## src/rtl/serial_word_feeder_pkg.sv

```systemverilog
// Shared definitions for the serial word feeder and its downstream peers.
// State encodings match the deserializer's view of the link.
package serial_word_feeder_pkg;

  typedef enum logic [1:0] {
    ST_IDLE  = 2'd0,
    ST_CLEAR = 2'd1,
    ST_SHIFT = 2'd2
  } state_e;

  localparam int unsigned WS_W = 16;

endpackage

```

## src/rtl/serial_word_feeder_bit_counter.sv

```systemverilog
// Up-counter with synchronous clear and a terminal-value flag.
// Used for both the bit index and the pre-word clear gap.
module serial_bit_counter #(
  parameter int W    = 3,
  parameter int TERM = 7
) (
  input  logic         clk_i,
  input  logic         rst_i,
  input  logic         clr_i,
  input  logic         inc_i,
  output logic [W-1:0] cnt_o,
  output logic         term_o
);

  logic [W-1:0] cnt_q;
  logic [W-1:0] cnt_d;

  always_comb begin
    cnt_d = cnt_q;
    if (clr_i)
      cnt_d = '0;
    else if (inc_i)
      cnt_d = cnt_q + 1'b1;
  end

  always_ff @(posedge clk_i or posedge rst_i) begin
    if (rst_i)
      cnt_q <= '0;
    else
      cnt_q <= cnt_d;
  end

  assign cnt_o  = cnt_q;
  assign term_o = (cnt_q == W'(TERM));

endmodule

```

## src/rtl/serial_word_feeder.sv

```systemverilog
// Parallel-to-serial feeder for the bit-serial two's-complement inverter.
// Each word is preceded by GAP clear cycles and shifted out LSB first.
module serial_word_feeder
  import serial_word_feeder_pkg::*;
#(
  parameter int WIDTH = 8,
  parameter int GAP   = 1,
  parameter int CNT_W = WS_W
) (
  input  logic             t_clk,
  input  logic             r,
  input  logic [WIDTH-1:0] din,
  input  logic             din_valid,
  output logic             din_ready,
  output logic             ser_bit,
  output logic             ser_rst,
  output logic             ser_first,
  output logic             ser_last,
  output logic             busy,
  output logic [CNT_W-1:0] words_sent
);

  localparam int BW = $clog2(WIDTH);
  localparam int GW = $clog2(GAP + 1);

  state_e           state_q;
  state_e           state_d;
  logic [WIDTH-1:0] shreg_q;
  logic [WIDTH-1:0] shreg_d;
  logic [CNT_W-1:0] ws_q;
  logic [CNT_W-1:0] ws_d;

  logic [BW-1:0] bitcnt;
  logic [GW-1:0] gapcnt;
  logic          bit_last;
  logic          gap_last;
  logic          xfer;
  logic          unused_gapcnt;

  assign xfer          = din_valid && din_ready;
  assign unused_gapcnt = ^gapcnt;

  serial_bit_counter #(
    .W    (BW),
    .TERM (WIDTH - 1)
  ) u_bitcnt (
    .clk_i  (t_clk),
    .rst_i  (r),
    .clr_i  (state_q == ST_CLEAR && gap_last),
    .inc_i  (state_q == ST_SHIFT),
    .cnt_o  (bitcnt),
    .term_o (bit_last)
  );

  serial_bit_counter #(
    .W    (GW),
    .TERM (GAP - 1)
  ) u_gapcnt (
    .clk_i  (t_clk),
    .rst_i  (r),
    .clr_i  (xfer),
    .inc_i  (state_q == ST_CLEAR),
    .cnt_o  (gapcnt),
    .term_o (gap_last)
  );

  always_ff @(posedge t_clk or posedge r) begin
    if (r) begin
      state_q <= ST_IDLE;
      shreg_q <= '0;
      ws_q    <= '0;
    end else begin
      state_q <= state_d;
      shreg_q <= shreg_d;
      ws_q    <= ws_d;
    end
  end

  always_comb begin
    state_d = state_q;
    unique case (state_q)
      ST_IDLE:
        if (xfer) state_d = ST_CLEAR;
      ST_CLEAR:
        if (gap_last) state_d = ST_SHIFT;
      ST_SHIFT:
        if (bit_last)
          state_d = xfer ? ST_CLEAR : ST_IDLE;
      default:
        state_d = ST_IDLE;
    endcase
  end

  // A load on the last-bit edge wins over the shift.
  always_comb begin
    shreg_d = shreg_q;
    ws_d    = ws_q;
    if (xfer)
      shreg_d = din;
    else if (state_q == ST_SHIFT)
      shreg_d = shreg_q >> 1;
    if (state_q == ST_SHIFT && bit_last)
      ws_d = ws_q + 1'b1;
  end

  always_comb begin
    din_ready = 1'b0;
    ser_bit   = 1'b0;
    ser_rst   = 1'b1;
    ser_first = 1'b0;
    ser_last  = 1'b0;
    busy      = (state_q != ST_IDLE);
    case (state_q)
      ST_IDLE:
        din_ready = 1'b1;
      ST_SHIFT: begin
        ser_rst   = 1'b0;
        ser_bit   = shreg_q[0];
        ser_first = (bitcnt == '0);
        ser_last  = bit_last;
        din_ready = bit_last;
      end
      default: ;
    endcase
  end

  assign words_sent = ws_q;

endmodule

```

## config.mk

```make
export PLATFORM = sky130hd
export DESIGN_NAME = serial_word_feeder
export DESIGN_NICKNAME = d
export VERILOG_FILES = /design/src/rtl/serial_word_feeder_pkg.sv /design/src/rtl/serial_word_feeder_bit_counter.sv /design/src/rtl/serial_word_feeder.sv
export SDC_FILE = /design/constraint.sdc
export NUM_CORES = 1
export LEC_CHECK = 0
export CORE_AREA = 4 4 74 76
export CTS_BUF_LIST = sky130_fd_sc_hd__clkbuf_8
export DETAILED_ROUTE_END_ITERATION = 6
export DIE_AREA = 0 0 78 80
export GPL_ROUTABILITY_DRIVEN = 0
export PLACE_DENSITY = 0.57
export SLEW_MARGIN = 20
export SYNTH_ARGS = -nofsm -noshare
export SYNTH_HDL_FRONTEND = slang
export SYNTH_SLANG_ARGS = --single-unit
```

## constraint.sdc

```tcl
create_clock -name t_clk -period 1.9 [get_ports t_clk]
set_input_delay 0.38 -clock t_clk [delete_from_list [all_inputs] [get_ports t_clk]]
set_output_delay 0.38 -clock t_clk [all_outputs]
set_load 0.01 [all_outputs]
```

# Yosys cells after proc, flatten, opt, wreduce, memory -nomap -nowiden
# Index checks and enable logic that the tools add are counted.
[totals]
regBits = 30
in_bits = 11
out_inout_bits = 22
word_cells = 41
[op_classes]
n_addsub = 3
eq_ne = 6
mux = 16
bitwise_logic = 1
reduce_logical = 10
[op_table]
columns = ["operator", "count"]
rows = [
  ["adder 16 x 1 -> 16 bit, second input constant", 1],
  ["two-way mux 8 bit", 2],
  ["nonzero test 2 bit", 4],
  ["two-way mux 1 bit", 7],
  ["two-way mux 2 bit", 3],
  ["two-way mux 3 bit", 2],
  ["inequality test 2 bit, second input constant", 3],
  ["one-hot mux 2 bit (3 select lines)", 1],
  ["adder 3 x 1 -> 3 bit, second input constant", 1],
  ["== test 3 bit, second input constant", 1],
  ["logical AND 1 bit", 3],
  ["logical NOT 3 bit", 1],
  ["AND reduction 3 bit", 1],
  ["== test 2 x 1 -> 1 bit, second input constant", 1],
  ["== test 2 bit, second input constant", 1],
  ["logical NOT 2 bit", 1],
  ["one-hot mux 1 bit (2 select lines)", 1],
  ["adder 1 bit, second input constant", 1],
  ["NOT 1 bit", 1],
]

# Longest topological paths before layout
[logic_depth]
depth_word = 6
mapped_depth = 7
depth_no_buf = 6

# Hierarchy
# From an unflattened synthesis, not the netlist that was laid out.
[hier_totals]
hier_cells = 130
area_unflattened_um2 = 1402.6
[modules_own_cells]
columns = ["mod", "instances", "cells_each", "area_per_inst_um2", "seq_area_each_um2"]
rows = [
  ["serial_word_feeder", 1, 113, 1213.7, 650.6],
  ["serial_bit_counter (u_bitcnt)", 1, 12, 143.9, 75.1],
  ["serial_bit_counter (u_gapcnt)", 1, 5, 45.0, 25.0],
]

# Worst setup path before layout
# Ideal clock, no wire load.
[synth_timing]
path_kind = "register -> register"
from = "reg u_bitcnt.cnt_q[0], in the netlist u_bitcnt.cnt_o[0]"
to = "reg ws_q[8], in the netlist words_sent[8]"
setup_time_ns = 0.125
arrival_time_ns = 1.489
required_time_ns = 1.775
slack_ns = 0.286
stages_incl_launch_ff = 8
path_buffers = 1
synth_period_minus_slack_ns = 1.614
path_cell_list = "dfrtp_1 -> ha_1 -> ha_1 -> and4b_1 -> buf_6 -> and4_1 -> nand4_1 -> xnor2_1"
[synth_between]
elab_chain_len = 2
[synth_lines]
columns = ["element", "line_no", "rtl"]
rows = [
  ["from (decl)", "serial_word_feeder_bit_counter.sv:15", "logic [W-1:0] cnt_q;"],
  ["from (signal assigned)", "serial_word_feeder_bit_counter.sv:30", "cnt_q <= cnt_d;"],
  ["== test 3 bit", "serial_word_feeder_bit_counter.sv:34", "assign term_o = (cnt_q == W'(TERM));"],
  ["logical AND 1 bit", "serial_word_feeder.sv:102", "if (state_q == ST_SHIFT && bit_last)"],
  ["to (signal assigned)", "serial_word_feeder.sv:75", "ws_q <= ws_d;"],
  ["to (decl)", "serial_word_feeder.sv:30", "logic [CNT_W-1:0] ws_q;"],
]
# Every way passes these cells.
# A chain may end at the register's enable or synchronous reset.

# Worst setup path after layout
[layout_timing]
from = "reg u_bitcnt.cnt_q[0], in the netlist u_bitcnt.cnt_o[0]"
to = "out ser_last"
[layout_between]
elab_chain_len = 2
[layout_lines]
columns = ["element", "line_no", "rtl"]
rows = [
  ["== test 3 bit", "serial_word_feeder_bit_counter.sv:34", ""],
  ["two-way mux 1 bit", "serial_word_feeder.sv:113", "case (state_q)"],
  ["to (decl)", "serial_word_feeder.sv:18", "output logic ser_last,"],
]
# Every way passes these cells.

==> impl_metrics.prom <==
# TYPE chip_impl_metric gauge
chip_impl_info{name="status",value="completed"} 1
chip_impl_info{name="crit_path_start_kind",value="register"} 1
chip_impl_metric{name="syn2layout_area_growth",unit="%"} 39.95
chip_impl_metric{name="maxSlewViolCount",unit=""} 0
chip_impl_metric{name="drt_first_iter_violations",unit=""} 19
chip_impl_metric{name="cts_hold_buf",unit=""} 0
chip_impl_metric{name="worst-endpoint-arrival",unit="ns"} 1.43
chip_impl_metric{name="grt_max_degree",unit=""} 31
chip_impl_metric{name="gr-total-overflow",unit=""} 0
chip_impl_metric{name="intPower",unit="W"} 0.001802
chip_impl_metric{name="hold_violations",unit=""} 0
chip_impl_info{name="worstSetupEndpointType",value="output pin"} 1
chip_impl_metric{name="detailedPlacementHpwl",unit="mm"} 2.214
chip_impl_metric{name="detailedRoute.firstPassIterationCount",unit=""} 4
chip_impl_metric{name="critical_path_required",unit="ns"} 1.52
chip_impl_metric{name="full_die_area",unit="mm2"} 0.006240
chip_impl_metric{name="cts_num_sinks",unit=""} 30
chip_impl_metric{name="numCtsBuffers",unit=""} 5
chip_impl_metric{name="timing.final.ws_setup",unit="ns"} 0.09007
chip_impl_metric{name="global_route.usage.total",unit=""} 0.1082
chip_impl_info{name="worst_path_cell_chain",value="ha_1 -> ha_2 -> nand2_1 -> inv_1 -> dlygate4sd2_1"} 1
chip_impl_metric{name="max-slew-margin-rel",unit=""} 0.7444
chip_impl_metric{name="timing.final.crit_share",unit=""} 0.9526
chip_impl_metric{name="worstMarginPinSlew",unit="ns"} 0.3834
chip_impl_metric{name="whs",unit="ns"} 0.4766
chip_impl_metric{name="placement_rows",unit=""} 25
chip_impl_metric{name="setup_total_negative_slack",unit="ns"} 0
chip_impl_metric{name="remaining_number_of_nets_flagged_by_the_antenna_check_after_routing",unit=""} 0
chip_impl_metric{name="ir_worst_vdd",unit="mV"} 0.6709
chip_impl_metric{name="route.vias.total",unit=""} 1085
chip_impl_metric{name="final.setup_skew",unit="ns"} 0.004252
chip_impl_metric{name="drc_errors",unit=""} 0
chip_impl_metric{name="antenna-diode-count",unit=""} 0
chip_impl_metric{name="seqPwrFrac",unit=""} 0.358
chip_impl_metric{name="effective_utilization_at_floorplan",unit=""} 0.3070
chip_impl_metric{name="yosys_warnings",unit=""} 0
chip_impl_info{name="holdCritPathClass",value="input port to asynchronous set/reset pin"} 1
chip_impl_metric{name="viasPerCell",unit=""} 4.393
chip_impl_metric{name="switching_share",unit=""} 0.3196
chip_impl_info{name="timing.critical_path.slowest_stage_cell",value="sky130_fd_sc_hd__dfrtp_1"} 1
chip_impl_metric{name="postSynthRegisterBits",unit=""} 30
chip_impl_metric{name="nets",unit=""} 195
chip_impl_metric{name="p_leak",unit="nW"} 0.9203
chip_impl_metric{name="dieHeight",unit="um"} 80
chip_impl_metric{name="cts.htree.levels",unit=""} 2
chip_impl_metric{name="power.combinational.fraction",unit=""} 0.398
chip_impl_metric{name="layout.cell_area.non_filler",unit="mm2"} 0.002029
chip_impl_metric{name="drv_cap",unit=""} 0
chip_impl_metric{name="vias_in_the_first_global_route",unit=""} 1167
chip_impl_metric{name="netlist_instances",unit=""} 132
chip_impl_metric{name="postSynthNetCount",unit=""} 147
chip_impl_metric{name="total_power",unit="W"} 0.002648
chip_impl_metric{name="antenna_found_initial",unit=""} 0
chip_impl_metric{name="io_buffers",unit=""} 32
chip_impl_metric{name="placed_inst_area",unit="mm2"} 0.001893
chip_impl_metric{name="cts_max_path_buffers",unit=""} 2
chip_impl_metric{name="post_synth.cell_area_avg",unit="um2"} 10.99
chip_impl_metric{name="clk_pin_slew",unit="ns"} 0.06
chip_impl_metric{name="final.fill_count",unit=""} 457
chip_impl_metric{name="finalWirelength",unit="mm"} 2.948
chip_impl_metric{name="wire_per_inst",unit="um"} 11.94
chip_impl_metric{name="dp_slack",unit="ns"} -0.1135
chip_impl_metric{name="worstSkewPairLatency",unit="ns"} 0.27
chip_impl_metric{name="clk_network_pwr_share",unit=""} 0.244
chip_impl_metric{name="io_pins",unit=""} 33
chip_impl_metric{name="ys_seq_area_frac",unit=""} 0.5177
chip_impl_info{name="clock-root-buffer",value="sky130_fd_sc_hd__clkbuf_8"} 1
chip_impl_metric{name="cp_slowest_stage_delay",unit="ns"} 0.38
chip_impl_info{name="rsz_0062_raised_after_global_routing",value="no"} 1
chip_impl_info{name="tritoncts",value="yes"} 1
chip_impl_metric{name="layout-drive-gt1-share",unit=""} 0.1833
chip_impl_metric{name="core_area",unit="mm2"} 0.004723
chip_impl_metric{name="syn_area",unit="mm2"} 0.001450
chip_impl_metric{name="p_per_area",unit="mW/mm2"} 1305
chip_impl_metric{name="cp_max_fo",unit=""} 4
chip_impl_metric{name="netSwitchingPower",unit="W"} 0.0008463
chip_impl_metric{name="report.final.setup_viol",unit=""} 0
chip_impl_info{name="setup.worst_path.class",value="register to output pin"} 1
chip_impl_metric{name="dieWidth",unit="um"} 78
chip_impl_metric{name="max_freq",unit="MHz"} 552.5
chip_impl_metric{name="grt_first_pass_wirelength",unit="mm"} 5.299
chip_impl_metric{name="yosysUniqueCellTypes",unit=""} 31
chip_impl_metric{name="layout_min_cycle_time",unit="ns"} 1.810
[state kept, by name (all words and copies together) (netlist names)]
register,flops
shreg_q,8
u_gapcnt.cnt_o,1
u_bitcnt.cnt_o,3
words_sent,16
state_q,2
[through the flow]
stage          utilization  instances
3_3_place_gp        0.4008        236
5_1_grt             0.4297        247
3_5_place_dp        0.4008        236
6_report            0.4297        247
2_1_floorplan            -        132
4_1_cts             0.4276        244
[what timing repair did]
| item | 4_1_cts | 5_1_grt |
|---|---|---|
| pin swaps | 0 | 1 |
| endpoints found under the setup margin | 14 | 6 |
| setup buffers | 1 | 3 |
| hold endpoints to repair | 0 | 0 |
| gates cloned | 0 | 0 |
| gates resized for setup | 11 | 6 |
[cell type report]
| type | instances | area [um2] | share of cell area |
|---|---|---|---|
| well taps | 67 | 83.83 | 0.04131 |
| multi-input cells | 90 | 649.4 | 0.3200 |
| clock inverters | 1 | 30.03 | 0.01480 |
| clock buffers | 6 | 82.58 | 0.04069 |
| inverters | 7 | 26.28 | 0.01295 |
| flip-flops and latches | 30 | 750.7 | 0.3699 |
| repair buffers | 46 | 406.6 | 0.2004 |
[placed cells by master (no fill, tap or decap)]
cell type and count:
sky130_fd_sc_hd__a21o_1 1, sky130_fd_sc_hd__a21oi_1 2, sky130_fd_sc_hd__a221oi_1 1, sky130_fd_sc_hd__and2_1 1, sky130_fd_sc_hd__and2b_1 1, sky130_fd_sc_hd__and3_1 1, sky130_fd_sc_hd__and4_1 2, sky130_fd_sc_hd__and4b_2 1
sky130_fd_sc_hd__buf_4 14, sky130_fd_sc_hd__bufinv_16 1, sky130_fd_sc_hd__clkbuf_2 3, sky130_fd_sc_hd__clkbuf_8 6, sky130_fd_sc_hd__clkdlybuf4s50_1 26, sky130_fd_sc_hd__dfrtp_1 30, sky130_fd_sc_hd__dlygate4sd2_1 3, sky130_fd_sc_hd__ha_1 3
sky130_fd_sc_hd__ha_2 1, sky130_fd_sc_hd__inv_1 7, sky130_fd_sc_hd__mux2_2 2, sky130_fd_sc_hd__mux2i_1 7, sky130_fd_sc_hd__nand2_1 13, sky130_fd_sc_hd__nand3_1 5, sky130_fd_sc_hd__nand3_4 1, sky130_fd_sc_hd__nand4_1 4
sky130_fd_sc_hd__nor2_1 7, sky130_fd_sc_hd__nor2b_1 1, sky130_fd_sc_hd__nor2b_2 1, sky130_fd_sc_hd__nor3_1 2, sky130_fd_sc_hd__nor3b_1 1, sky130_fd_sc_hd__nor3b_4 1, sky130_fd_sc_hd__nor4_4 1, sky130_fd_sc_hd__o21ai_0 11
sky130_fd_sc_hd__o22ai_1 2, sky130_fd_sc_hd__or2_2 1, sky130_fd_sc_hd__xnor2_1 12, sky130_fd_sc_hd__xor2_1 4
[cells by family after synthesis]
family,count (synthesis),share of synthesized area
AND/OR/NAND/NOR,44,0.1795
flip-flops,30,0.5177
AO/OA/AOI/OAI,17,0.06471
XOR/XNOR,16,0.09663
buffers and inverters,12,0.04314
multiplexers,9,0.06385
adder cells (fa/ha/maj),4,0.03451
[cell usage after synthesis (all sizes together)]
cell type | n | area (um2)
dfrtp | 30 | 750.7
nor3b | 2 | 20.02
and4 | 2 | 17.52
inv | 7 | 26.28
ha | 4 | 50.05
nor2 | 7 | 26.28
a21oi | 2 | 10.01
xnor2 | 12 | 105.1
buf | 4 | 32.53
and2b | 1 | 7.510
nand3 | 6 | 42.54
clkbuf | 1 | 3.750
o21ai | 11 | 55.05
mux2 | 2 | 22.52
mux2i | 7 | 70.07
and4b | 1 | 10.01
xor2 | 4 | 35.03
nand4 | 4 | 25.02
o22ai | 2 | 12.51
nand2 | 13 | 48.80
nor4 | 1 | 21.27
nor3 | 2 | 10.01
or2 | 1 | 6.260
nor2b | 2 | 12.51
a21o | 1 | 7.510
a221oi | 1 | 8.760
and3 | 1 | 6.260
and2 | 1 | 6.260
[layer usage]
metal	up-vias	part of all wire	GRT usage
met4	0	0.015	0.03671
met5	-	0	0
met2	32	0.48	0.1832
met3	7	0.072	0.04515
li1	542	-	-
met1	504	0.43	0.1231
[critical path: cells and delay by family, from the launching register on]
kind          cells  cell delay (ns)
simple gates      1             0.08
buf+inv           2             0.31
flops             1             0.38
fa+ha+maj         2             0.40
[power by group through the flow]
stage	sequential [W]	clock, W	combinational, W
floorplan	0.000946	0	0.000620
global placement	0.000957	0	0.00100
detailed placement	0.000964	0	0.00104
CTS	0.000950	0.000675	0.00106
global route	0.000976	0.000703	0.00118
finish	0.000949	0.000645	0.00105
[path summary, 6_finish.rpt]
check | slack [ns] | cells after the start | endpoint | startpoint
min reg2reg | 0.49 | 1 | words_sent[15]$_DFFE_PP0P_ | words_sent[15]$_DFFE_PP0P_
max in group asynchronous | 1.14 | 3 | u_gapcnt.cnt_o$_DFFE_PP0P_ | r
max | 0.09 | 5 | ser_last | u_bitcnt.cnt_o[0]$_DFFE_PP0P_
min | 0.48 | 3 | words_sent[8]$_DFFE_PP0P_ | r
min in group t_clk | 0.49 | 1 | words_sent[15]$_DFFE_PP0P_ | words_sent[15]$_DFFE_PP0P_
max reg2reg | 0.21 | 6 | words_sent[15]$_DFFE_PP0P_ | u_bitcnt.cnt_o[1]$_DFFE_PP0P_
Note: power is estimated with default switching activity, not from simulation.
==> edit: new RTL, config.mk and constraints unchanged <==
The package constant `WS_W` goes from 16 to 32.
--- a/src/rtl/serial_word_feeder_pkg.sv
+++ b/src/rtl/serial_word_feeder_pkg.sv
@@ -8,7 +8,7 @@
     ST_SHIFT = 2'd2
   } state_e;
 
-  localparam int unsigned WS_W = 16;
+  localparam int unsigned WS_W = 32;
 
 endpackage
 
Interface: changed (resized words_sent); port bits go from 33 to 49. No check against the original RTL was run, so the function may have changed too.
==> edit against the original RTL <==
Area after synthesis up 50%. Total power increased by 14%. Largest power group is now registers. Setup slack worse by 0.048 ns. Clock power rose by 15%. Design area rose by 52%. Sequential cell count increased by 16. Count of clock-buffer cells in the layout down 1. Routed wire length up 64%. First-iteration DRC count increased to 2.9 times the old value. Sequential share of layout area increased by 0.29 points. Die area is the same.
==> edit: results (changes against the original RTL) <==
metric	value	unit	change
p_int	0.00203	W	+12%
clock_cell_area_share	3.69	%	-1.9 points
synth_area_per_cell	10.7	um^2	-2.7%
routed_via_density	5.09		+16%
yosysSeqAreaShare	52.8	%	+1.0 points
clkPwrFrac	24.7	%	+0.3 points
synth_cell_type_count	34		+9.7%
n_all_buffers	66		+43%
grt_pass1_wl	7930	um	+50%
clk_latency	0.30	ns	+0.03 ns
final_layout_size_suffix_gt1_share	19.8	%	+1.4 points
layout.nets	287		+47%
instances_no_fill	340		+38%
grt_use_total	16.4	%	+5.5 points
num-nonclk-inverters	8		+1
multiInputGateArea	1090	um^2	+67%
synth_fp_nets	219		+49%
worstPathArrival	2.09	ns	+0.66 ns
rr_worst_depth	7		+1
fmax	0.538	GHz	-2.6%
yosys-top-cells-area	dfrtp_1, xor2_1, xnor2_1		
synthAdderAreaFrac	2.30	%	-1.2 points
sh_seq_area	37.3	%	+0.29 points
ir_drop	0.676	mV	+0.73%
dp_slack	-0.0388	ns	+0.0747 ns
outcome	completed		
hpwlAfterDp	3540	um	+60%
clock-sinks	46		+53%
largest_reg_flops	32		+16
critical_path.startpoint	u_bitcnt.cnt_o[1]$_DFFE_PP0P_		
r2r_setup_slack	0.04	ns	-0.17 ns
synthXorXnorAreaFrac	12.9	%	+3.2 points
fill_cells	364		-20%
top_power_group	registers		
async_flop_share	100	%	unchanged
wl_per_cell	14.3	um	+19%
bufAreaShareNonClock	20.1	%	about the same
initialDrtViolationCount	55		+36
critPathSlowestCell	or4b_4		
crit_family	simple AND/OR/NAND/NOR gates		
max_stage_delay	0.60	ns	+0.22 ns
synth_compound_area_share	4.48	%	-2.0 points
dpl.cell_count	331		+40%
yosys-top-cells-count	dfrtp_1, nand2_1, xor2_1, nor2_1, nor3_1		
clock_skew	0.0108	ns	+0.00655 ns
portBuffers	48		+50%
reg2reg_to	words_sent[11]$_DFFE_PP0P_		
criticalPathCategory	register to register		
power_leakage	1.46	nW	+59%
worstMarginPinSlew	0.425	ns	+0.0413 ns
grt_pass1_vias	1623		+39%
grt_max_degree	47		+52%
path_clk_slew	0.09	ns	+0.03 ns
-- edit: what timing repair did --
action	CTS	global route
setup endpoints to repair	7	20
pin swaps	0	4
gates resized for setup	20	23
setup buffers	0	1
hold buffers	0	0
-- edit: through the flow --
stage	instance area, um^2	util [%]	power, W	setup TNS (ns)	hold WS [ns]
CTS	3000	63.4	0.00302	-0.000588	0.424
global route	3090	65.4	0.00320	-0.0365	0.443
finish	3090	65.4	0.00301	0	0.414
global placement	2850	60.4	0.00223	-0.0206	0.456
detailed placement	2850	60.4	0.00228	-0.0668	0.461
floorplan	2180	-	0.00187	0	0.485
-- edit: per-layer routing --
| metal | GRT usage, % | routed length (um) | vias to the layer above |
|---|---|---|---|
| li1 | - | - | 838 |
| met2 | 28.9 | 2490 | 33 |
| met4 | 4.72 | 51 | 0 |
| met1 | 19.4 | 2090 | 853 |
| met3 | 4.63 | 219 | 5 |
| met5 | 0 | 0 | - |
